### config.mk
export PLATFORM = sky130hd
export DESIGN_NAME = parking_fsm_flat
export DESIGN_NICKNAME = d
export VERILOG_FILES = /design/src/rtl/parking_pkg.sv /design/src/rtl/parking_fsm_if.sv /design/src/rtl/parking_fsm_slot_allocator.sv /design/src/rtl/parking_fsm.sv /design/src/flat_wrapper.sv
export SDC_FILE = /design/constraint.sdc
export NUM_CORES = 1
export LEC_CHECK = 0
export CORE_UTILIZATION = 51
export DETAILED_ROUTE_END_ITERATION = 7
export PLACE_DENSITY = 0.81
export SETUP_SLACK_MARGIN = 0.05
export SYNTH_ARGS = -nofsm -noshare
export SYNTH_HDL_FRONTEND = slang
export SYNTH_SLANG_ARGS = --single-unit
### constraint.sdc
create_clock -name clk -period 4.3 [get_ports clk]
set_input_delay 0.43 -clock clk [delete_from_list [all_inputs] [get_ports clk]]
set_output_delay 0.43 -clock clk [all_outputs]
set_load 0.02 [all_outputs]
### src/rtl/parking_pkg.sv
// Shared types and sizing for the parking lot occupancy controller.
// Slot and capacity widths follow from the slot count.
package parking_pkg;

  localparam int NUM_SLOTS = 4;
  localparam int SLOT_W =
    (NUM_SLOTS > 1) ? $clog2(NUM_SLOTS) : 1;
  localparam int CAP_W = $clog2(NUM_SLOTS + 1);

  typedef enum logic [1:0] {
    S_IDLE  = 2'd0,
    S_ENTER = 2'd1,
    S_EXIT  = 2'd2,
    S_FULL  = 2'd3
  } state_t;

endpackage

### src/rtl/parking_fsm_if.sv
// Gate/keypad request bundle and display/actuator status bundle.
// master drives requests, slave is the occupancy controller.
interface parking_fsm_if #(
  parameter int NUM_SLOTS = 4
) ();

  localparam int SW =
    (NUM_SLOTS > 1) ? $clog2(NUM_SLOTS) : 1;
  localparam int CW = $clog2(NUM_SLOTS + 1);

  logic                 entry_signal;
  logic                 exit_signal;
  logic [SW-1:0]        exit_slot;
  logic                 is_open;
  logic                 is_full;
  logic [NUM_SLOTS-1:0] spots;
  logic [CW-1:0]        capacity;
  logic [SW-1:0]        location;

  modport master (
    output entry_signal,
    output exit_signal,
    output exit_slot,
    input  is_open,
    input  is_full,
    input  spots,
    input  capacity,
    input  location
  );

  modport slave (
    input  entry_signal,
    input  exit_signal,
    input  exit_slot,
    output is_open,
    output is_full,
    output spots,
    output capacity,
    output location
  );

endinterface

### src/rtl/parking_fsm_slot_allocator.sv
// Lowest-free-slot priority encoder over an occupancy mask.
// found is low when every slot is taken; idx is then 0.
module slot_allocator #(
  parameter int NUM_SLOTS = 4,
  parameter int SW =
    (NUM_SLOTS > 1) ? $clog2(NUM_SLOTS) : 1
) (
  input  logic [NUM_SLOTS-1:0] mask,
  output logic [SW-1:0]        idx,
  output logic                 found
);

  // Scan high to low so the lowest free index wins.
  always_comb begin
    idx   = '0;
    found = 1'b0;
    for (int i = NUM_SLOTS - 1; i >= 0; i--) begin
      if (!mask[i]) begin
        idx   = SW'(i);
        found = 1'b1;
      end
    end
  end

endmodule

### src/rtl/parking_fsm.sv
// Parking lot occupancy controller: exits free a slot, then an
// entry takes the lowest free slot; all outputs are registered.
module parking_fsm #(
  parameter int NUM_SLOTS = parking_pkg::NUM_SLOTS
) (
  input logic           clk,
  input logic           reset,
  parking_fsm_if.slave  bus
);

  import parking_pkg::*;

  localparam int SW =
    (NUM_SLOTS > 1) ? $clog2(NUM_SLOTS) : 1;
  localparam int CW = $clog2(NUM_SLOTS + 1);

  logic [NUM_SLOTS-1:0] spots_q;
  logic [CW-1:0]        cap_q;
  logic [SW-1:0]        loc_q;
  logic                 full_q;
  state_t               state_q;

  logic                 exit_ok;
  logic                 entry_ok;
  logic [NUM_SLOTS-1:0] spots_x;
  logic [CW-1:0]        cap_x;
  logic [NUM_SLOTS-1:0] spots_n;
  logic [CW-1:0]        cap_n;
  logic [SW-1:0]        loc_n;
  state_t               state_n;
  logic [SW-1:0]        free_idx;
  logic                 free_ok;

  // Exit resolves first so an entry can reuse the vacated slot.
  always_comb begin
    exit_ok = bus.exit_signal && spots_q[bus.exit_slot];
    spots_x = spots_q;
    cap_x   = cap_q;
    if (exit_ok) begin
      spots_x[bus.exit_slot] = 1'b0;
      cap_x = cap_q + CW'(1);
    end
  end

  slot_allocator #(
    .NUM_SLOTS (NUM_SLOTS),
    .SW        (SW)
  ) u_alloc (
    .mask  (spots_x),
    .idx   (free_idx),
    .found (free_ok)
  );

  always_comb begin
    entry_ok = bus.entry_signal && free_ok;
    spots_n  = spots_x;
    cap_n    = cap_x;
    loc_n    = loc_q;
    if (entry_ok) begin
      spots_n[free_idx] = 1'b1;
      cap_n = cap_x - CW'(1);
      loc_n = free_idx;
    end
  end

  always_comb begin
    state_n = S_IDLE;
    if (entry_ok) begin
      state_n = S_ENTER;
    end else if (exit_ok) begin
      state_n = S_EXIT;
    end else if (cap_n == '0) begin
      state_n = S_FULL;
    end
  end

  always_ff @(posedge clk) begin
    if (reset) begin
      spots_q <= '0;
      cap_q   <= CW'(NUM_SLOTS);
      loc_q   <= '0;
      full_q  <= 1'b0;
      state_q <= S_IDLE;
    end else begin
      spots_q <= spots_n;
      cap_q   <= cap_n;
      loc_q   <= loc_n;
      full_q  <= (cap_n == '0);
      state_q <= state_n;
    end
  end

  assign bus.spots    = spots_q;
  assign bus.capacity = cap_q;
  assign bus.location = loc_q;
  assign bus.is_full  = full_q;
  assign bus.is_open  =
    (state_q == S_ENTER) || (state_q == S_EXIT);

endmodule

### src/flat_wrapper.sv
// flat-port wrapper written by rule: the top's interface ports become plain ports
module parking_fsm_flat import parking_pkg::*;
#(
  parameter int NUM_SLOTS = parking_pkg::NUM_SLOTS
)
  (clk, reset, bus_entry_signal, bus_exit_signal, bus_exit_slot, bus_is_open, bus_is_full, bus_spots, bus_capacity, bus_location);
  parking_fsm_if #(.NUM_SLOTS(NUM_SLOTS)) bus_i ();
  input logic clk;
  input logic reset;
  input wire logic [$bits(bus_i.entry_signal)-1:0] bus_entry_signal;
  input wire logic [$bits(bus_i.exit_signal)-1:0] bus_exit_signal;
  input wire logic [$bits(bus_i.exit_slot)-1:0] bus_exit_slot;
  output wire logic [$bits(bus_i.is_open)-1:0] bus_is_open;
  output wire logic [$bits(bus_i.is_full)-1:0] bus_is_full;
  output wire logic [$bits(bus_i.spots)-1:0] bus_spots;
  output wire logic [$bits(bus_i.capacity)-1:0] bus_capacity;
  output wire logic [$bits(bus_i.location)-1:0] bus_location;
  assign bus_i.entry_signal = bus_entry_signal;
  assign bus_i.exit_signal = bus_exit_signal;
  assign bus_i.exit_slot = bus_exit_slot;
  assign bus_is_open = bus_i.is_open;
  assign bus_is_full = bus_i.is_full;
  assign bus_spots = bus_i.spots;
  assign bus_capacity = bus_i.capacity;
  assign bus_location = bus_i.location;
  parking_fsm #(.NUM_SLOTS(NUM_SLOTS)) u_core (.clk(clk), .reset(reset), .bus(bus_i));
endmodule
==> results of run 1 <==
-- Yosys cell counts (2+ instances only) --
library cell and count:
inv_1 4, nand3_1 3, a21oi_1 6, and2b_1 2, xnor2_1 3, nand2_1 5
mux2i_1 6, nor2_1 5, a21o_1 2, a32o_1 3, ha_1 2, nor2b_1 3
o21ai_0 3, o21a_1 3, dfxtp_1 12, and2_1 2, nand2b_1 2
-- area by class of cell --
class	count	area, um^2	share of cell area (%)
clock buffer	3	22.5	2.42
inverter	4	15.0	1.62
multi-input combinational	64	473	50.9
sequential	12	240	25.8
tap	15	18.8	2.02
timing repair buffer	16	160	17.2
-- final timing paths --
path                                             start                     end  slack [ns]  cells after the start
worst max-delay path                   bus_exit_signal      u_core.bus.is_full        1.55                      9
worst min-delay path            u_core.bus.location[0]  u_core.bus.location[0]        0.46                      2
worst max register to register     u_core.bus.spots[0]      u_core.bus.is_full        2.04                      8
worst min register to register  u_core.bus.location[0]  u_core.bus.location[0]        0.46                      2
-- cells by family after synthesis --
group	count (synthesis)	share of synthesized area, %
AND/OR/NAND/NOR	27	19.0
flip-flops	12	32.0
adder cells (fa/ha/maj)	2	3.33
multiplexers	8	11.8
AO/OA/AOI/OAI	22	22.0
XOR/XNOR	5	6.83
buffers and inverters	7	5.00
-- power by group through the flow --
stage | Sequential, mW | Clock, mW | Combinational, mW
finish | 0.128 | 0.0665 | 0.0836
global route | 0.130 | 0.0731 | 0.0924
CTS | 0.128 | 0.0695 | 0.0838
detailed placement | 0.131 | 0 | 0.0835
global placement | 0.131 | 0 | 0.0820
floorplan | 0.136 | 0 | 0.0506
-- stage by stage --
step                      hold slack (ns)  cell area [um^2]  cells  setup WS [ns]  total power, mW
after floorplan                     0.535               751     83           2.06            0.187
after global placement              0.437               907    111           1.34            0.213
after detailed placement            0.452               907    111           1.26            0.214
after CTS                           0.461               930    114           1.55            0.282
after global routing                0.480               930    114           1.31            0.295
final                               0.455               930    114           1.55            0.279
-- per-layer routing --
metal / routed length [um] / vias up
met3: 64 / 0
met4: 0 / 0
met5: 0 / -
met1: 700 / 309
li1: - / 335
met2: 778 / 12
-- layout by cell type, fill, tap and decap left out, drive strengths merged, types with 2 or more instances in the layout --
cell type,instances
o21a,3
clkdlybuf4s50,16
ha,2
nor2,5
o21ai,3
mux2i,7
inv,4
nand3,3
a21o,2
dfxtp,12
nor2b,3
nand2,5
and2b,2
clkbuf,3
and2,2
nand2b,2
a32o,3
a21oi,6
xnor2,4
-- registers in the layout, indices dropped and copies added, names as in the netlist --
name                 flops
u_core.bus.is_full       1
u_core.bus.capacity      3
u_core.bus.location      2
u_core.state_q           2
u_core.bus.spots         4
-- worst max-delay path, cell delays in order --
cell	delay, ns
clkdlybuf4s50_1	0.63
nand2b_1	0.22
o22ai_4	0.33
mux2i_1	0.31
ha_1	0.24
xnor2_1	0.18
mux2i_1	0.23
mux2i_1	0.09
a32o_1	0.26
==> impl_results.rst, run 1 <==
.. list-table::
   :header-rows: 1

   * - Metric
     - Value
   * - Result of the run
     - finished clean
   * - Leak
     - 0.353 nW
   * - Worst Tran Pin Value
     - 0.535 ns
   * - Routed via count
     - 656
   * - Clk Latency, worst-skew pair
     - 0.27 ns
   * - Startpoint-to-endpoint class of the critical path
     - in2reg
   * - Total number of placement rows
     - 13
   * - Setup-failing EPs final
     - 0
   * - Clk root buf
     - clkbuf_4
   * - Count of instances resized after the clock tree is built
     - 0
   * - # Max-Cap Violations
     - 0
   * - Cell Int Power
     - 193 uW
   * - CTS tree
     - yes
   * - Number of unique standard cell types used by synthesis
     - 34
   * - Net switching share of the total power
     - 30.7%
   * - Total net switching power
     - 85.5 uW
   * - Final weighted congestion in routability-driven placement
     - 0.816
   * - Filler Cell Count
     - 110
   * - Worst slew margin relative to its limit
     - 64.0%
   * - Met3 global-route usage
     - 10.0%
   * - Vias per Instance
     - 5.75
   * - Number of H-tree branching levels
     - 1
   * - Global-route met1 utilization
     - 27.1%
   * - Most used flip-flop cell after synthesis
     - dfxtp_1
   * - Placeable core region
     - 0.00133 mm^2
   * - Ratio of cells with drive above 1 in the final layout
     - 7.07%
   * - Arrival time reported for the critical path endpoint
     - 2.92 ns
   * - Combinational share of power
     - 30.0%
   * - X dimension of the die
     - 40.4 um
   * - Cell area after synthesis
     - 751 um^2
   * - Syn Nets
     - 91
   * - Sequential fraction of design power
     - 46.1%
   * - Met2 track demand over resource in global routing
     - 42.5%
   * - Violation count after the first detailed-route iteration
     - 18
   * - Post-CTS Setup Inserts
     - 0
   * - Mean area per synthesized cell
     - 9.04 um^2
   * - Half-perimeter wire length after detailed placement
     - 1230 um
   * - Ys Warns
     - 0
   * - Clock transition at the register clock pins on the worst setup and hold paths after CTS
     - 0.07 ns
   * - Overflow after GRT
     - 0
   * - Type of origin of the critical path
     - primary input
   * - Top cells by area in the synthesized netlist
     - dfxtp_1, mux2i_1, a21oi_1
   * - Clock Tree Buf Depth
     - 2
   * - Library cell occupying the most area in the post-synthesis netlist
     - dfxtp_1
   * - Fraction of the core area covered by cells at the end of the flow
     - 69.7%
   * - Number of storage elements in the synthesis netlist
     - 12
   * - Layout Nets
     - 109
   * - Vertical die dimension
     - 40.4 um
   * - Number of flops mapped to enable cells by yosys
     - 0
   * - Final critical-path share of the clock period
     - 63.9%
   * - Total Routed Length
     - 1540 um
   * - Count of TritonRoute iterations in the first routing pass
     - 4
   * - Num CTS Buffers
     - 3
   * - Die outline area
     - 0.00163 mm^2
   * - DRC violations left
     - 0
   * - Hold buffer count at cts
     - 0
   * - Number of antenna violations at the first check in global routing
     - 0
   * - Peak supply drop
     - 0.270 mV
   * - Power per cell area
     - 300 mW/mm^2
   * - Class of the worst hold path
     - reg2reg
   * - Routed wire per std cell
     - 13.5 um
   * - Wire length of the first global-routing pass
     - 2520 um
   * - Share of synthesized flip-flops with an asynchronous set or reset
     - 0%
   * - Final Skew
     - 0.00726 ns
   * - Final Max Tran Viols
     - 0
   * - Worst Setup End Kind
     - register
   * - Synth Instances
     - 83
   * - Final antenna-violating net count
     - 0
   * - Count of clock tree sinks
     - 12
   * - Area share of the largest cell type after synthesis
     - 32.0%
   * - Fmax achieved
     - 364 MHz
   * - Number of global-route vias before repair
     - 552
   * - Overall global routing resource usage
     - 23.5%
   * - RSZ-0062 raised after global routing
     - false
   * - Final antenna diode count
     - 0
   * - Largest net degree at the start of global routing
     - 11
   * - Required time of the critical path
     - 4.47 ns
   * - I/O pin count
     - 17
   * - Maximum fanout along the worst path
     - 9
   * - Starting Density
     - 56.3%
   * - Total of buffers placed on input and output ports
     - 16
   * - Area overhead of the layout relative to synthesis
     - 23.8%
   * - Final min period
     - 2.75 ns
   * - Sequential fraction of the synthesis area
     - 32.0%
   * - Clock network fraction of design power
     - 23.9%
   * - Post-route setup TNS
     - 0 ns
   * - Final Hold Violating Endpoints
     - 0
   * - Most Used Layer, Global Route
     - met2
Power figures use the tool's default switching activity.
==> run 2: changes to the inputs <==
Settings changed: CORE_UTILIZATION 51 to 43, PLACE_DENSITY 0.81 to 0.73.
Clock period 4.3 ns to 2.4 ns, I/O delays scaled along.
==> run 2 against run 1 <==
The flow now finishes with violations (design-rule violations). Largest cell class unchanged. Critical endpoint unchanged. Total power up 110%. Highest routed layer unchanged. Clock power is 140% higher. Cell count up 15%. Critical path depth unchanged. Global-route usage is 2.7 points lower. First-iteration DRC count is 17% lower.
==> impl_results.rst, run 2 (synthesis gave the netlist of run 1 again) <==
.. list-table::
   :header-rows: 1

   * - Metric
     - Value
   * - Hold Crit Depth
     - 3 (was 2)
   * - Required time of the critical path
     - 2.57 ns (was 4.47 ns)
   * - Net switching share of the total power
     - 29.0% (was 30.7%)
   * - Total Routed Length
     - 1730 um (was 1540 um)
   * - Final Skew
     - 0.00458 ns (was 0.00726 ns)
   * - Sequence of cells on the critical path
     - clkdlybuf4s50_1 > nand2b_1 > o22ai_4 > mux2i_2 > ha_2 > xnor2_2 > mux2i_1 > mux2i_1 > a32o_1 (was clkdlybuf4s50_1 > nand2b_1 > o22ai_4 > mux2i_1 > ha_1 > xnor2_1 > mux2i_1 > mux2i_1 > a32o_1)
   * - Minimum setup slack in the final design
     - 0.184 ns (was 1.55 ns)
   * - I/O pin count
     - 17 (unchanged)
   * - Final Hold Violating Endpoints
     - 0 (unchanged)
   * - Cell Int Power
     - 415 uW (was 193 uW)
   * - Type of origin of the critical path
     - primary input (unchanged)
   * - Final Max Tran Viols
     - 0 (unchanged)
   * - Worst slew margin relative to its limit
     - 65.3% (was 64.0%)
   * - Class of the worst hold path
     - in2reg (was reg2reg)
   * - X dimension of the die
     - 43.8 um (was 40.4 um)
   * - Largest register FFs
     - 4 (unchanged)
   * - Ratio of cells with drive above 1 in the final layout
     - 22.6% (was 7.07%)
   * - Half-perimeter wire length after detailed placement
     - 1370 um (was 1230 um)
   * - Num CTS Buffers
     - 3 (unchanged)
   * - Hold buffer count at cts
     - 0 (unchanged)
   * - Total net switching power
     - 170 uW (was 85.5 uW)
   * - Final antenna diode count
     - 0 (unchanged)
   * - Area overhead of the layout relative to synthesis
     - 43.0% (was 23.8%)
   * - Number of H-tree branching levels
     - 1 (unchanged)
   * - Total of buffers placed on input and output ports
     - 16 (unchanged)
   * - Maximum fanout along the worst path
     - 4 (was 9)
   * - Peak supply drop
     - 0.384 mV (was 0.270 mV)
   * - Vertical die dimension
     - 43.8 um (was 40.4 um)
   * - DRC violations left
     - 2 (was 0)
   * - Clock transition at the register clock pins on the worst setup and hold paths after CTS
     - 0.08 ns (was 0.07 ns)
   * - Slowest CP cell
     - clkdlybuf4s50_1 (unchanged)
   * - Clk root buf
     - clkbuf_4 (unchanged)
   * - Number of global-route vias before repair
     - 654 (was 552)
   * - Clock Tree Buf Depth
     - 2 (unchanged)
   * - Starting Density
     - 47.6% (was 56.3%)
   * - Worst Reg2Reg Path Length in Cells
     - 9 (was 8)
   * - Sequential fraction of design power
     - 38.6% (was 46.1%)
   * - Number of cells on the critical path
     - 9 (unchanged)
   * - Number of antenna violations at the first check in global routing
     - 0 (unchanged)
   * - Startpoint-to-endpoint class of the critical path
     - in2reg (unchanged)
   * - Violations in the final reports
     - design-rule violations
   * - Clock network fraction of design power
     - 27.3% (was 23.9%)
   * - Filler Cell Count
     - 135 (was 110)
   * - Layout Nets
     - 124 (was 109)
   * - Total number of placement rows
     - 14 (was 13)
   * - Worst Setup End Kind
     - register (unchanged)
   * - Largest net degree at the start of global routing
     - 11 (unchanged)
   * - Count of TritonRoute iterations in the first routing pass
     - 6 (was 4)
   * - Leak
     - 0.446 nW (was 0.353 nW)
   * - Violation count after the first detailed-route iteration
     - 15 (was 18)
   * - Arrival time reported for the critical path endpoint
     - 2.39 ns (was 2.92 ns)
   * - Count of clock tree sinks
     - 12 (unchanged)
   * - Final antenna-violating net count
     - 0 (unchanged)
   * - Routed via count
     - 703 (was 656)
   * - Final critical-path share of the clock period
     - 92.3%
   * - Worst Tran Pin Value
     - 0.515 ns (was 0.535 ns)
   * - Dominant delay contributor by cell family on the critical path
     - multiplexers (was buffers and inverters)
   * - Result of the run
     - finished with violations (was finished clean)
   * - Power per cell area
     - 545 mW/mm^2 (was 300 mW/mm^2)
   * - Wire length of the first global-routing pass
     - 2920 um (was 2520 um)
   * - Final min period
     - 2.22 ns
   * - Worst hold slack after final layout
     - 0.408 ns (was 0.455 ns)
   * - Stage delay of the slowest cell on the critical path
     - 0.43 ns (was 0.63 ns)
   * - Total area of multi-input combinational cells
     - 487 um^2 (was 473 um^2)
   * - Setup-failing EPs final
     - 0 (unchanged)
   * - Combinational share of power
     - 34.1% (was 30.0%)
   * - Placeable core region
     - 0.00158 mm^2 (was 0.00133 mm^2)
   * - Routed wire per std cell
     - 13.2 um (was 13.5 um)
   * - Buffers plus inverters on the worst setup path
     - 1 (unchanged)
   * - Total area of sequential cells
     - 240 um^2 (unchanged)
   * - CTS tree
     - yes (unchanged)
   * - Overall global routing resource usage
     - 20.9% (was 23.5%)
   * - Die outline area
     - 0.00192 mm^2 (was 0.00163 mm^2)
   * - Fmax achieved
     - 451 MHz
   * - Cell seen most often among critical-path stages
     - mux2i_1 (unchanged)
   * - Top library cells by usage in the layout, fill and taps aside
     - clkdlybuf4s50_1, buf_4, dfxtp_1 (was clkdlybuf4s50_1, dfxtp_1, mux2i_1, a21oi_1)
   * - RSZ-0062 raised after global routing
     - false (unchanged)
   * - Vias per Instance
     - 5.37 (was 5.75)
   * - Worst-case setup slack after placement
     - -0.147 ns (was 1.26 ns)
   * - Clk Latency, worst-skew pair
     - 0.27 ns (about the same)
   * - Final weighted congestion in routability-driven placement
     - 0.862 (was 0.816)
   * - # Max-Cap Violations
     - 0 (unchanged)
   * - Overflow after GRT
     - 0 (unchanged)
run 2: cell types whose count changed in the layout (fill, tap and decap cells not counted), sizes merged:
cell,change
clkbuf,+1
clkdlybuf4s50,-1
buf,+15
dlymetal6s2s,+1
run 2: metal layers:
metal  GRT usage [%]  share of wire [%]
met1            28.2                 49
met2            32.2                 48
met4            5.00                  0
met3            6.67                3.4
met5               0                  0
run 2: repair_timing:
item                                    in CTS  in global routing
endpoints found under the hold margin        0                  0
endpoints found under the setup margin       0                  1
resized for setup                            0                  4
buffers inserted                             0                  1
run 2: path summary, 6_finish.rpt:
path                          start                      to  slack [ns]
min                bus_exit_slot[0]     u_core.bus.spots[1]        0.41
max                bus_exit_slot[1]      u_core.bus.is_full        0.18
min reg2reg  u_core.bus.location[0]  u_core.bus.location[0]        0.46
max reg2reg     u_core.bus.spots[2]      u_core.bus.is_full        0.22
run 2: worst min-delay path: stages:
cell and delay (ns):
dlymetal6s2s_1 0.16, buf_4 0.16, a211oi_1 0.06
run 2: metrics by stage:
step	power (mW)	utilization, %	setup TNS [ns]	cell area, um^2	std cells
floorplan	0.335	-	0	751	83
global placement	0.415	64.3	-0.0485	1010	126
detailed placement	0.417	64.3	-0.147	1010	126
CTS	0.580	66.6	0	1050	130
global route	0.623	68.1	0	1070	131
finish	0.585	68.1	0	1070	131
run 2: cell type report:
cell class | instances | area share, %
Sequential cell | 12 | 22.4
Multi-Input combinational cell | 64 | 45.3
Clock buffer | 4 | 3.38
Tap cell | 16 | 1.86
Timing Repair Buffer | 31 | 25.6
Inverter | 4 | 1.40
run 2: power by group through the flow:
| stage | sequential, mW | clock (mW) | combinational [mW] |
|---|---|---|---|
| floorplan | 0.244 | 0 | 0.0906 |
| global placement | 0.229 | 0 | 0.186 |
| detailed placement | 0.229 | 0 | 0.188 |
| CTS | 0.225 | 0.167 | 0.188 |
| global route | 0.228 | 0.178 | 0.217 |
| finish | 0.226 | 0.160 | 0.200 |
